### src/rtl/mem_store_buffer_pkg.sv
// mem_store_buffer_pkg: access-size codes, byte-enable constants and lane formatting helpers
package mem_store_buffer_pkg;
    localparam logic [1:0] SIZE_BYTE    = 2'b00;
    localparam logic [1:0] SIZE_HALF    = 2'b01;
    localparam logic [1:0] SIZE_WORD    = 2'b10;
    localparam logic [1:0] SIZE_ILLEGAL = 2'b11;
    localparam logic [3:0] BE_ALL       = 4'b1111;
    localparam int         BE_W         = 4;

    function automatic logic is_legal(input logic [1:0] size, input logic [1:0] off);
        return size == SIZE_BYTE || (size == SIZE_HALF && !off[0]) || (size == SIZE_WORD && off == 2'b00);
    endfunction

    function automatic logic [3:0] lane_be(input logic [1:0] size, input logic [1:0] off);
        return size == SIZE_BYTE ? 4'b0001 << off : size == SIZE_HALF ? (off[1] ? 4'b1100 : 4'b0011) : BE_ALL;
    endfunction
endpackage

### src/rtl/mem_store_buffer_store_fifo.sv
// store_fifo: circular store queue with per-entry valid bits and a word-address match vector
module store_fifo
    import mem_store_buffer_pkg::*;
#(
    parameter int AW    = 30,
    parameter int DW    = 32,
    parameter int DEPTH = 4
) (
    input  logic             i_clk,
    input  logic             i_reset,
    input  logic             i_push,
    input  logic             i_pop,
    input  logic [AW-1:0]    i_addr,
    input  logic [DW-1:0]    i_data,
    input  logic [BE_W-1:0]  i_be,
    input  logic [AW-1:0]    i_cmp_addr,
    output logic [AW-1:0]    o_addr,
    output logic [DW-1:0]    o_data,
    output logic [BE_W-1:0]  o_be,
    output logic [DEPTH-1:0] o_match,
    output logic             o_empty,
    output logic             o_full
);
    localparam int PW = $clog2(DEPTH);

    logic [AW-1:0]   addr_q [DEPTH];
    logic [DW-1:0]   data_q [DEPTH];
    logic [BE_W-1:0] be_q   [DEPTH];
    logic [DEPTH-1:0] valid;
    logic [PW-1:0]    wr_ptr, rd_ptr;
    logic [PW:0]      count;

    always_ff @(posedge i_clk) begin
        if (i_reset) begin
            valid  <= '0;
            wr_ptr <= '0;
            rd_ptr <= '0;
            count  <= '0;
        end else begin
            if (i_push) begin
                valid[wr_ptr] <= 1'b1;
                wr_ptr        <= wr_ptr + 1'b1;
            end
            if (i_pop) begin
                valid[rd_ptr] <= 1'b0;
                rd_ptr        <= rd_ptr + 1'b1;
            end
            count <= count + {{PW{1'b0}}, i_push} - {{PW{1'b0}}, i_pop};
        end
    end

    // payload needs no reset: valid bits gate every use of it
    always_ff @(posedge i_clk) begin
        if (i_push) begin
            addr_q[wr_ptr] <= i_addr;
            data_q[wr_ptr] <= i_data;
            be_q[wr_ptr]   <= i_be;
        end
    end

    always_comb begin
        o_match = '0;
        for (int k = 0; k < DEPTH; k++) o_match[k] = valid[k] && addr_q[k] == i_cmp_addr;
    end

    assign o_addr  = addr_q[rd_ptr];
    assign o_data  = data_q[rd_ptr];
    assign o_be    = be_q[rd_ptr];
    assign o_empty = count == '0;
    assign o_full  = count == (PW+1)'(DEPTH);
endmodule

### src/rtl/mem_store_buffer.sv
// mem_store_buffer: MEM-stage store path; formats sb/sh/sw, buffers them and drains
// into data memory on cycles the port is free of loads, stalling on full or load hazards.
module mem_store_buffer
    import mem_store_buffer_pkg::*;
#(
    parameter int NBITS  = 32,
    parameter int DEPTH  = 4,
    parameter int MEM_AW = 10
) (
    input  logic              i_clk,
    input  logic              i_reset,
    input  logic              i_memwrite,
    input  logic              i_memread,
    input  logic [NBITS-1:0]  i_address,
    input  logic [NBITS-1:0]  i_storedata,
    input  logic [1:0]        i_size,
    output logic              o_stall,
    output logic              o_mem_we,
    output logic [MEM_AW-1:0] o_mem_addr,
    output logic [NBITS-1:0]  o_mem_wdata,
    output logic [BE_W-1:0]   o_mem_be,
    output logic              o_empty,
    output logic              o_error
);
    localparam int AW = NBITS - 2;

    logic             legal, full, hazard, push, pop;
    logic [NBITS-1:0] fmt_data;
    logic [AW-1:0]    head_addr;
    logic [DEPTH-1:0] match;

    assign legal    = is_legal(i_size, i_address[1:0]);
    assign fmt_data = i_size == SIZE_BYTE ? {4{i_storedata[7:0]}} :
                      i_size == SIZE_HALF ? {2{i_storedata[15:0]}} : i_storedata;
    assign hazard   = i_memread && |match;
    assign push     = i_memwrite && legal && !full;
    // a pending store to the loaded word must be flushed before the load may proceed
    assign pop      = !o_empty && (!i_memread || hazard);
    assign o_stall  = (i_memwrite && legal && full) || hazard;

    store_fifo #(.AW(AW), .DW(NBITS), .DEPTH(DEPTH)) u_fifo (
        .i_clk      (i_clk),
        .i_reset    (i_reset),
        .i_push     (push),
        .i_pop      (pop),
        .i_addr     (i_address[NBITS-1:2]),
        .i_data     (fmt_data),
        .i_be       (lane_be(i_size, i_address[1:0])),
        .i_cmp_addr (i_address[NBITS-1:2]),
        .o_addr     (head_addr),
        .o_data     (o_mem_wdata),
        .o_be       (o_mem_be),
        .o_match    (match),
        .o_empty    (o_empty),
        .o_full     (full)
    );

    assign o_mem_we   = pop;
    assign o_mem_addr = head_addr[MEM_AW-1:0];

    always_ff @(posedge i_clk) begin
        if (i_reset) o_error <= 1'b0;
        else if (i_memwrite && (!legal || i_memread)) o_error <= 1'b1;
    end
endmodule

### config.mk
export PLATFORM = sky130hd
export DESIGN_NAME = mem_store_buffer
export DESIGN_NICKNAME = d
export VERILOG_FILES = /design/src/rtl/mem_store_buffer_pkg.sv /design/src/rtl/mem_store_buffer_store_fifo.sv /design/src/rtl/mem_store_buffer.sv
export SDC_FILE = /design/constraint.sdc
export NUM_CORES = 1
export LEC_CHECK = 0
export CORE_AREA = 10 10 161 177
export DETAILED_ROUTE_END_ITERATION = 16
export DIE_AREA = 0 0 171 187
export PLACE_DENSITY = 0.71
export SLEW_MARGIN = 10
export SYNTH_ARGS = -nofsm -noshare
export SYNTH_HDL_FRONTEND = slang
export SYNTH_SLANG_ARGS = --single-unit
### constraint.sdc
create_clock -name i_clk -period 8.8 [get_ports i_clk]
set_input_delay 1.76 -clock i_clk [delete_from_list [all_inputs] [get_ports i_clk]]
set_output_delay 1.76 -clock i_clk [all_outputs]
set_load 0.05 [all_outputs]
### Word level (Yosys, flattened, before mapping)

Memories as Yosys holds them, arrays and structs flattened. A register that Yosys moved wholly into a read port is not among the register bits.
Index checks and enable logic that the tools add are counted.

* bits in read-only memories: 0
* bits in latches: 0
* output and inout port bits: 50
* word-level logic and storage cells: 75
* input bits: 70
* flip-flop bits (word level): 12
* RAM bits: 264
* memories: 3

Memory list
* u_fifo.data_q: depth 4, width 32, rd ports 1, clocked after memory_dff 1, write ports 1, RTL line mem_store_buffer_store_fifo.sv:27 `logic [DW-1:0] data_q [DEPTH];`
* u_fifo.addr_q: depth 4, width 30, rd ports 5, clocked after memory_dff 1, write ports 1, RTL line mem_store_buffer_store_fifo.sv:26 `logic [AW-1:0] addr_q [DEPTH];`
* u_fifo.be_q: depth 4, width 4, rd ports 1, clocked after memory_dff 1, write ports 1, RTL line mem_store_buffer_store_fifo.sv:28 `logic [BE_W-1:0] be_q [DEPTH];`

* multiply operators: 0
* add/subtract/negate cells: 4
* shift-type cells: 1
* $lt $le $gt $ge: 4
* divide/modulo/power cells: 0
* equality and inequality tests: 7
* multiplexer cells: 20
* reduce and logical (&&, ||, !) cells: 28
* bitwise gates (word level): 3

Operators with widths (count)
* $eq 30x30->1: 4
* $mux 32: 2
* $mux 4: 6
* $logic_and 1x1->1: 14
* $mux 2: 6
* $lt 2x3->1 const B: 2
* $logic_not 1->1: 5
* $logic_or 1x1->1: 5
* $add 2x1->2 const B: 2
* $and 4x4->4: 1
* $demux 1 s2: 2
* $ge 2x1->1 const B: 2
* $logic_not 2->1: 2
* $mux 1: 4
* $not 4->4: 1
* $or 4x4->4: 1
* $reduce_or 4->1: 1
* $shl 1x2->4 const A: 1
* $add 3x1->3: 1
* $eq 3x3->1 const B: 1
* $logic_not 3->1: 1
* $sub 3x1->3: 1
* $eq 2x1->1 const B: 1
* $eq 2x2->1 const B: 1

### Longest topological paths before layout

Gate-level depths: netlist of run 1.

* depth after elaboration: 10
* depth in mapped cells: 14
* gate-level depth less buffers: 13

### Cells and area by module

A second synthesis of run 1 with hierarchy kept.

* cells, all modules: 656
* area total of the unflattened synthesis: 12177.9 µm²

By module, submodules not included
* store_fifo: instances 1, area each 11683.7 µm², sequential area each 8187.9 µm², cells each 592
* mem_store_buffer: instances 1, area each 494.2 µm², sequential area each 20.0 µm², cells each 64

### Worst setup path before layout of run 1

No wires, ideal clock.

* kind: in2out
* from: input port i_address[3]
* to: output port o_mem_we
* required time: 7.040 ns
* arrival: 3.250 ns
* setup slack: 3.790 ns
* stages: 6
* path buffers: 1
* path through: buf_2 > xnor2_1 > nand4_1 > nor4_1 > a22oi_1 > a31oi_2

* word-level cells in the longest chain between the ends: 6
* elaborated cells between the ends (all ways): 12
* classes of those cells: eq/ne (4); reduce/logical (8)

RTL lines
* start: declaration: RTL line mem_store_buffer.sv:14 `input logic [NBITS-1:0] i_address,`
* $eq 30x30->1: RTL line mem_store_buffer_store_fifo.sv:63 `for (int k = 0; k < DEPTH; k++) o_match[k] = valid[k] && addr_q[k] == i_cmp_addr;`
* $logic_and 1x1->1: RTL line mem_store_buffer_store_fifo.sv:63
* $reduce_or 4->1 *: RTL line mem_store_buffer.sv:35 `assign hazard = i_memread && |match;`
* $logic_and 1x1->1 *: RTL line mem_store_buffer.sv:35
* $logic_or 1x1->1 *: RTL line mem_store_buffer.sv:38 `assign pop = !o_empty && (!i_memread || hazard);`
* $logic_and 1x1->1 *: RTL line mem_store_buffer.sv:38
* end: declaration: RTL line mem_store_buffer.sv:18 `output logic o_mem_we,`

Mark *: on every way between the ends. The rest lies on a longest branch, timed or not.

### Worst setup path after layout of run 1

* from: input port i_address[20]
* to: output port o_mem_we

Same word-level chain as after synthesis.

==> out/metrics.cfg, run 1 <==
[yosys]
ys_types = 47
ys_seq_area_share_pct = 67.2
synth_flop_cell = edfxtp_1
ys_ff_latch = 278
synth_edf_count = 264
syn_area_per_cell_um2 = 17.4
synthArstFlopShare_pct = 0
synthesis.area_mm2 = 0.0122
synth_fp_nets = 781
postSynthCellCount = 700
yosysWarnings = 0

[power]
clkPwrFrac_pct = 30.2
combPwrFrac_pct = 28.7
p_leak_nw = 4.50
p_per_area_mw_per_mm2 = 274
ir_drop_mv = 0.270
power.switching_w = 0.00127
p_sw_share_pct = 32.2
pwr-share-seq_pct = 41.1
p_int_w = 0.00269

[route]
routed_wl_mm = 29.8
via_count = 6722
post_drt_via_cell_ratio = 5.85
drc = 0
wl_per_cell_um = 25.9
first_iter_violations = 417
ant_nets = 0
drt_first_pass_iters = 5

[setup_path]
cp_num_buf_inv = 2
cp-end-kind = primary output
startpoint_type = primary input
critPathMaxFanout = 8
cp_cell_sequence = clkdlybuf4s50_1 -> xnor2_1 -> nand4_1 -> nor4_1 -> a32oi_1 -> a31oi_2 -> clkdlybuf4s50_1
critical_path_class = primary input to primary output
worst_path_max_delay_cell = clkdlybuf4s50_1
path_common_cell = clkdlybuf4s50_1
crit_arrival_ns = 5.31
required_ns = 7.04
critPathTopFamily = buffers and inverters
critical_path.max_stage_delay_ns = 0.89

[run_status]
status = finished clean

[timing]
post-route-period-util_pct = 80.4
finalClockSkew_ns = 0.0260
max-slew-margin-rel_pct = 31.1
tightest_slew_ns = 1.03
hold_violations = 0
slew_viol_final = 0
fin_crit_ns = 7.07
finalSetupTns_ns = 0
rsz0062_at_grt = no
whs_ns = 0.479
final-setup-viol-count = 0
fmax_ghz = 0.141

[final_layout]
fin_util_pct = 57.8
layout.nets = 896
area_growth_pct = 18.5
design_area_mm2 = 0.0145
drive_gt1_share_pct = 16.2
n_antenna_cell = 0

[place]
numPortBuffers = 119
gp_congestion = 0.915
dp_hpwl_mm = 20.5
placed_cell_area_mm2 = 0.0136

[grt]
grtUsageTotal_pct = 18.6
grt_pass1_vias = 7114
grt_antenna_before_repair = 2
grt_pass1_wl_mm = 45.3
grt_max_degree = 67
grt-ovfl-total = 0

[clock_tree]
clockBufferDepth = 3
cts_made_buffers = 28
post_cts_buffers = 0
cts_htree_levels = 1
cts_resized = 0
cts.sinks = 278
cts_hold_buf = 0
tritoncts = done
clk_latency_ns = 0.55
clk_pin_slew_worst_paths_ns = 0.06
root_buffer = clkbuf_16

[die]
core_area_mm2 = 0.0250
num_rows = 61
ios = 120
die_w_um = 171
die_area_mm2 = 0.0320
die_h_um = 187
initial_utilization_pct = 48.8

[job]
drv_cap = 0

[min_path]
hold_path_class = register to register

## synth_stat cells (6+ instances only)
master,n,area [um2]
nand4_1,55,344
xnor2_2,17,277
nor4_1,16,100
ha_1,10,125
a21oi_1,6,30.0
nand2b_1,13,81.3
mux4_2,46,1040
nand2_1,15,56.3
edfxtp_1,264,7930
xnor2_1,99,867
buf_6,18,203
nand3_1,12,60.1
clkbuf_1,6,22.5
mux2_2,16,180
buf_2,11,55.1
mux2i_1,9,90.1
dfxtp_1,14,280
nor2_1,10,37.5
inv_1,12,45.0
o21ai_0,8,40.0
## cell usage in the layout (no fill, tap or decap), drive strengths merged, types with 2 or more instances in the layout
cell,instances
mux4,46
edfxtp,264
o2111ai,3
mux2,16
nor2,10
nand3,12
a21oi,6
buf,7
mux2i,9
a21o,2
nor4,17
dfxtp,14
o21ai,8
inv,12
bufinv,4
o21bai,2
nand2,15
a31oi,3
ha,10
and2,4
nand4,55
a22oi,2
clkbuf,31
clkdlybuf4s50,119
nand3b,2
xnor2,117
clkinv,14
a211oi,4
nand2b,13
## metal layers
layer / share of wire (%) / GRT usage, % / vias to the layer above
li1: - / - / 2979
met1: 40 / 23.5 / 3417
met2: 50 / 30.6 / 272
met3: 8.0 / 5.02 / 50
met4: 2.3 / 5.19 / 4
met5: 0.091 / 0 / -
## final cells by class
type	count	area, um2
fillers	1923	10600
flip-flops and latches	278	8210
multi-input cells	369	3650
repair buffers	126	1240
clock buffers	31	733
well taps	315	394
clock inverters	19	190
inverters	12	45.0
## power by group through the flow
stage | clock network (W) | logic [W] | registers, W
after floorplan | 0 | 0.000828 | 0.00158
after global routing | 0.00127 | 0.00119 | 0.00165
after CTS | 0.00122 | 0.00115 | 0.00163
final | 0.00120 | 0.00114 | 0.00163
after global placement | 0 | 0.00114 | 0.00166
after detailed placement | 0 | 0.00114 | 0.00166
## registers in the layout, summed over array words and instances (netlist names), named ones only
name and count:
u_fifo.wr_ptr 2, u_fifo.be_q 16, u_fifo.count 3, o_error 1
u_fifo.addr_q 120, u_fifo.valid 4, u_fifo.data_q 128, u_fifo.rd_ptr 2
## worst register-to-register path, delay by kind of cell, from the launching register on
| family | cells | cell delay (ns) |
|---|---|---|
| buffers and inverters | 2 | 0.11 |
| DFF | 1 | 0.38 |
| xor gates and xnor gates | 3 | 0.73 |
| AOI/OAI and AO/OA | 2 | 0.69 |
| and+or+nand+nor | 3 | 0.87 |
| adders and majority gates | 3 | 0.86 |
## cells by family (layout without fill, tap and decap cells)
family	after synthesis	in the layout	synth area share [%]
adder cells (fa/ha/maj)	11	11	1.19
buffers and inverters	53	188	2.90
multiplexers	71	71	10.7
AND/OR/NAND/NOR	132	132	6.25
flip-flops	278	278	67.2
XOR/XNOR	118	118	9.66
AO/OA/AOI/OAI	37	37	2.09
## final timing paths
| check | depth (start not counted) | startpoint | slack [ns] | end |
|---|---|---|---|---|
| worst max-delay path | 7 | i_address[20] | 1.73 | o_mem_we |
| worst min-delay path | 2 | o_error | 0.48 | o_error |
| worst max register to register | 13 | u_fifo.addr_q[2][18] | 5.01 | u_fifo.count[2] |
| worst min register to register | 2 | o_error | 0.48 | o_error |
## per-stage QoR
| step | setup WS, ns | power (W) | std cells |
|---|---|---|---|
| after floorplan | 3.79 | 0.00241 | 700 |
| after global placement | 1.70 | 0.00279 | 1100 |
| after detailed placement | 1.71 | 0.00280 | 1100 |
| after CTS | 1.71 | 0.00400 | 1150 |
| after global routing | 1.62 | 0.00410 | 1150 |
| final | 1.73 | 0.00396 | 1150 |
Power figures use the tool's default switching activity.
==> inputs of run 2 (changes only) <==
--- a/config.mk
+++ b/config.mk
@@ -8,7 +8,7 @@
 export CORE_AREA = 10 10 161 177
 export DETAILED_ROUTE_END_ITERATION = 16
 export DIE_AREA = 0 0 171 187
-export PLACE_DENSITY = 0.71
+export PLACE_DENSITY = 0.74
 export SLEW_MARGIN = 10
 export SYNTH_ARGS = -nofsm -noshare
 export SYNTH_HDL_FRONTEND = slang
==> constraint.sdc (replaced) <==
create_clock -name i_clk -period 6 [get_ports i_clk]
set_input_delay 1.2 -clock i_clk [delete_from_list [all_inputs] [get_ports i_clk]]
set_output_delay 1.2 -clock i_clk [all_outputs]
set_load 0.05 [all_outputs]
==> run 2 against run 1 <==
Worst setup slack got worse by 1.3 ns. Flip-flop and latch count unchanged. Register-to-register slack got worse by 2.6 ns.
==> out/metrics.cfg, run 2 (synthesis gave the netlist of run 1 again) <==
[final_layout]
n_antenna_cell = 0  ; unchanged
layout_commonest_cell = edfxtp_1  ; unchanged
largest_reg_flops = 128  ; unchanged
layout.nets = 896  ; unchanged
design_area_mm2 = 0.0144  ; was 0.0145 mm2
multi_input_area_mm2 = 0.00366  ; was 0.00365 mm2
layout_common_cells = 264 x edfxtp_1, 118 x clkdlybuf4s50_1, 99 x xnor2_1  ; was 264 x edfxtp_1, 119 x clkdlybuf4s50_1, 99 x xnor2_1
area.sequential_mm2 = 0.00821  ; unchanged
fin_util_pct = 57.7  ; was 57.8%
largest_register = u_fifo.data_q  ; unchanged
area_growth_pct = 18.3  ; was 18.5%
top_regs = u_fifo.data_q x128, u_fifo.addr_q x120, u_fifo.be_q x16  ; unchanged
drive_gt1_share_pct = 15.9  ; was 16.2%
nFillCells = 1896  ; was 1,923

[place]
gp_congestion = 0.952  ; was 0.915
dp_hpwl_mm = 18.4  ; was 20.5 mm
placed_cell_area_mm2 = 0.0136  ; about the same
numPortBuffers = 119  ; unchanged

[min_path]
hold_path_class = register to register  ; unchanged

[setup_path]
crit_arrival_ns = 4.35  ; was 5.31 ns
critical_path_class = primary input to primary output  ; unchanged
cp-end-kind = primary output  ; unchanged
critPathMaxFanout = 9  ; was 8
required_ns = 4.80  ; was 7.04 ns
startpoint_type = primary input  ; unchanged

[run_status]
status = finished clean  ; unchanged

[clock_tree]
clk_pin_slew_worst_paths_ns = 0.06  ; about the same
cts_resized = 0  ; unchanged
clockBufferDepth = 3  ; unchanged
cts_hold_buf = 0  ; unchanged
cts_made_buffers = 28  ; unchanged
cts.sinks = 278  ; unchanged
root_buffer = clkbuf_16  ; unchanged
cts_htree_levels = 1  ; unchanged
post_cts_buffers = 0  ; unchanged
tritoncts = done  ; unchanged
clk_latency_ns = 0.53  ; was 0.55 ns

[timing]
finalClockSkew_ns = 0.0185  ; was 0.0260 ns
fmax_ghz = 0.180
final-setup-viol-count = 0  ; unchanged
tightest_slew_ns = 1.12  ; was 1.03 ns
finalSetupTns_ns = 0  ; unchanged
fin_crit_ns = 5.55
rsz0062_at_grt = no  ; unchanged
slew_viol_final = 0  ; unchanged
post-route-period-util_pct = 92.6
hold_violations = 0  ; unchanged
whs_ns = 0.474  ; was 0.479 ns
max-slew-margin-rel_pct = 25.2  ; was 31.1%

[grt]
grt_pass1_wl_mm = 42.7  ; was 45.3 mm
grtUsageTotal_pct = 17.5  ; was 18.6%
grt_pass1_vias = 6898  ; was 7,114
grt_max_degree = 67  ; unchanged
grt_antenna_before_repair = 0  ; was 2
grt-ovfl-total = 0  ; unchanged

[die]
die_area_mm2 = 0.0320  ; unchanged
initial_utilization_pct = 48.8  ; unchanged
ios = 120  ; unchanged
core_area_mm2 = 0.0250  ; unchanged
die_h_um = 187  ; unchanged
num_rows = 61  ; unchanged
die_w_um = 171  ; unchanged

[route]
first_iter_violations = 571  ; was 417
via_count = 6614  ; was 6,722
drt_first_pass_iters = 5  ; unchanged
ant_nets = 0  ; unchanged
wl_per_cell_um = 24.6  ; was 25.9 um
drc = 0  ; unchanged
routed_wl_mm = 28.3  ; was 29.8 mm
post_drt_via_cell_ratio = 5.75  ; was 5.85

[power]
p_per_area_mw_per_mm2 = 399  ; was 274 mW/mm2
ir_drop_mv = 0.295  ; was 0.270 mV
p_leak_nw = 4.49  ; was 4.50 nW

[job]
drv_cap = 0  ; unchanged

==> run 2: power by group <==
| part | leakage (nW) | total, W | internal, W | switching, W |
|---|---|---|---|---|
| sequential | 2.51 | 0.00242 | 0.00225 | 0.000169 |
| clock | 0.432 | 0.00171 | 0.00101 | 0.000705 |
| combinational | 1.55 | 0.00163 | 0.000650 | 0.000980 |
==> run 2: path summary, 6_finish.rpt <==
path	start	endpoint	slack, ns	depth (start not counted)
setup / recovery	i_address[16]	o_mem_we	0.45	7
hold / removal	o_error	o_error	0.47	2
setup reg to reg	u_fifo.addr_q[3][3]	u_fifo.count[2]	2.45	14
hold reg to reg	o_error	o_error	0.47	2
==> run 2: layout make-up <==
type / count / area share [%]
timing repair buffer: 126 / 8.59
sequential: 278 / 56.8
multi-input combinational: 369 / 25.3
clock inverter: 13 / 0.935
tap: 315 / 2.73
clock buffer: 38 / 5.26
inverter: 12 / 0.312
==> run 2: metal layers <==
layer	routed length [um]	global-route usage, %	vias to the layer above	share of wire [%]
li1	-	-	2981	-
met1	11500	22.5	3322	41
met2	13900	28.4	271	49
met3	2340	4.79	40	8.3
met4	592	4.55	0	2.1
met5	0	0	-	0
==> run 2: stage by stage <==
step	power (W)	instances	setup slack [ns]
6_report	0.00576	1151	0.445
5_1_grt	0.00597	1151	0.436
4_1_cts	0.00581	1151	0.481
3_5_place_dp	0.00411	1100	0.512
3_3_place_gp	0.00410	1100	0.537
2_1_floorplan	0.00354	700	1.88
==> run 2: critical path, cell delays in order <==
cell	delay [ns]
clkdlybuf4s50_1	0.60
xnor2_1	0.48
nand4_1	0.19
nor4_1	0.52
a32oi_1	0.17
a31oi_2	0.31
clkdlybuf4s50_1	0.86
==> inputs of run 3 (changes only) <==
--- a/config.mk
+++ b/config.mk
@@ -8,7 +8,7 @@
 export CORE_AREA = 10 10 161 177
 export DETAILED_ROUTE_END_ITERATION = 16
 export DIE_AREA = 0 0 171 187
-export PLACE_DENSITY = 0.74
+export PLACE_DENSITY = 0.71
 export SLEW_MARGIN = 10
 export SYNTH_ARGS = -nofsm -noshare
 export SYNTH_HDL_FRONTEND = slang
==> constraint.sdc (replaced) <==
create_clock -name i_clk -period 6.8 [get_ports i_clk]
set_input_delay 1.36 -clock i_clk [delete_from_list [all_inputs] [get_ports i_clk]]
set_output_delay 1.36 -clock i_clk [all_outputs]
set_load 0.05 [all_outputs]
==> run 3 against run 2 <==
First-iteration DRC count rose by 5.6%. Via count increased by 3.0%. Critical path depth unchanged. Flip-flop and latch count did not move. Global-route usage is 1.9 points higher. Die area stayed put. Hold slack better by 0.0053 ns. Clock power hardly changed. Critical path type unchanged.
==> out/metrics.cfg, run 3 (synthesis gave the netlist of run 1 again) <==
[final_layout]
drive_gt1_share_pct = 17.8  ; was 15.9%
layout_common_cells = 264 x edfxtp_1, 119 x clkdlybuf4s50_1, 99 x xnor2_1  ; was 264 x edfxtp_1, 118 x clkdlybuf4s50_1, 99 x xnor2_1
top_regs = u_fifo.data_q x128, u_fifo.addr_q x120, u_fifo.be_q x16  ; unchanged
layout.nets = 899  ; was 896
design_area_mm2 = 0.0147  ; was 0.0144 mm2
nFillCells = 1914  ; was 1,896
area_growth_pct = 20.1  ; was 18.3%
fin_util_pct = 58.6  ; was 57.7%
largest_reg_flops = 128  ; unchanged
largest_register = u_fifo.data_q  ; unchanged
n_antenna_cell = 0  ; unchanged
layout_commonest_cell = edfxtp_1  ; unchanged

[clock_tree]
root_buffer = clkbuf_16  ; unchanged
cts_hold_buf = 0  ; unchanged
cts_resized = 0  ; unchanged
clockBufferDepth = 3  ; unchanged
tritoncts = done  ; unchanged
post_cts_buffers = 0  ; unchanged
cts_made_buffers = 30  ; was 28
clk_pin_slew_worst_paths_ns = 0.06  ; about the same
cts.sinks = 278  ; unchanged
clk_latency_ns = 0.57  ; was 0.53 ns
cts_htree_levels = 1  ; unchanged

[setup_path]
cp-end-kind = primary output  ; unchanged
r2r_setup_slack_ns = 2.98  ; was 2.45 ns
r2r_cells = 13  ; was 14
startpoint_type = primary input  ; unchanged
r2r_start = u_fifo.addr_q[0][10]  ; was u_fifo.addr_q[3][3]
critPathMaxFanout = 9  ; unchanged
crit_arrival_ns = 4.86  ; was 4.35 ns
critical_path_class = primary input to primary output  ; unchanged
timing.rr.end = u_fifo.count[2]  ; unchanged
required_ns = 5.44  ; was 4.80 ns

[grt]
grtUsageTotal_pct = 19.3  ; was 17.5%
grt_pass1_vias = 7383  ; was 6,898
grt_max_degree = 49  ; was 67
grt-ovfl-total = 0  ; unchanged
grt_antenna_before_repair = 3  ; was 0
grt_pass1_wl_mm = 46.8  ; was 42.7 mm

[route]
ant_nets = 0  ; unchanged
first_iter_violations = 603  ; was 571
routed_wl_mm = 30.8  ; was 28.3 mm
via_count = 6813  ; was 6,614
post_drt_via_cell_ratio = 5.89  ; was 5.75
drt_first_pass_iters = 5  ; unchanged
drc = 0  ; unchanged
wl_per_cell_um = 26.6  ; was 24.6 um

[die]
die_h_um = 187  ; unchanged
core_area_mm2 = 0.0250  ; unchanged
ios = 120  ; unchanged
die_w_um = 171  ; unchanged
initial_utilization_pct = 48.8  ; unchanged
die_area_mm2 = 0.0320  ; unchanged
num_rows = 61  ; unchanged

[place]
numPortBuffers = 119  ; unchanged
placed_cell_area_mm2 = 0.0136  ; about the same
dp_hpwl_mm = 20.7  ; was 18.4 mm
gp_congestion = 0.938  ; was 0.952

[min_path]
hold_depth = 2  ; unchanged
hold_start = o_error  ; unchanged
min_to = o_error  ; unchanged
hold_path_class = register to register  ; unchanged

[job]
drv_cap = 0  ; unchanged

[timing]
rsz0062_at_grt = no  ; unchanged
hold_violations = 0  ; unchanged
fin_crit_ns = 6.22
final-setup-viol-count = 0  ; unchanged
slew_viol_final = 0  ; unchanged
fmax_ghz = 0.161
max-slew-margin-rel_pct = 30.6  ; was 25.2%
finalClockSkew_ns = 0.0346  ; was 0.0185 ns
finalSetupTns_ns = 0  ; unchanged
whs_ns = 0.479  ; was 0.474 ns
tightest_slew_ns = 1.04  ; was 1.12 ns
post-route-period-util_pct = 91.5

[power]
p_per_area_mw_per_mm2 = 362  ; was 399 mW/mm2
ir_drop_mv = 0.311  ; was 0.295 mV
p_leak_nw = 4.59  ; was 4.49 nW

[run_status]
status = finished clean  ; unchanged

run 3: how the worst max path moves through the flow:
stage	startpoint	to	slack [ns]	cells past startpoint
after floorplan	i_address[3]	u_fifo.count[2]	2.52	14
final	i_address[25]	o_mem_we	0.58	7
after CTS	i_address[12]	o_mem_we	0.63	7
after global routing	i_address[20]	o_mem_we	0.51	7
after global placement	i_address[25]	o_mem_we	0.52	7
after detailed placement	i_address[22]	o_mem_we	0.63	7
run 3: critical path, stage by stage:
cell and delay [ns]:
clkdlybuf4s50_1 0.60, xnor2_1 0.48, nand4_1 0.19, nor4_1 0.61, a22oi_1 0.27, a31oi_2 0.46, clkdlybuf4s50_1 0.89
run 3: through the flow:
step	cells	setup WS [ns]	total power (W)
2_1_floorplan	700	2.52	0.00312
3_3_place_gp	1101	0.524	0.00362
3_5_place_dp	1101	0.629	0.00363
4_1_cts	1157	0.629	0.00537
5_1_grt	1157	0.513	0.00552
6_report	1157	0.575	0.00531
run 3: layer usage:
| metal | share of wire [%] | wire length (um) | GRT usage, % |
|---|---|---|---|
| met1 | 39 | 12100 | 24.4 |
| met2 | 50 | 15300 | 31.8 |
| met3 | 8.3 | 2560 | 5.45 |
| met4 | 2.6 | 805 | 5.59 |
| met5 | 0.13 | 41 | 0 |
run 3: area by class of cell:
class                           instances  area [um2]  share of cell area [%]
Timing Repair Buffer                  127        1300                    8.87
Clock inverter                         26         312                    2.12
Tap cell                              315         394                    2.69
Multi-Input combinational cell        369        3650                    24.9
Sequential cell                       278        8210                    56.0
Inverter                               12        45.0                   0.307
Clock buffer                           30         751                    5.12
run 3: report_power, final:
group | total (W) | internal (W) | leakage [nW] | switching (W)
Clock | 0.00173 | 0.00104 | 0.517 | 0.000685
Combinational | 0.00148 | 0.000575 | 1.56 | 0.000904
Sequential | 0.00211 | 0.00198 | 2.51 | 0.000128
Total | 0.00531 | 0.00360 | 4.59 | 0.00172
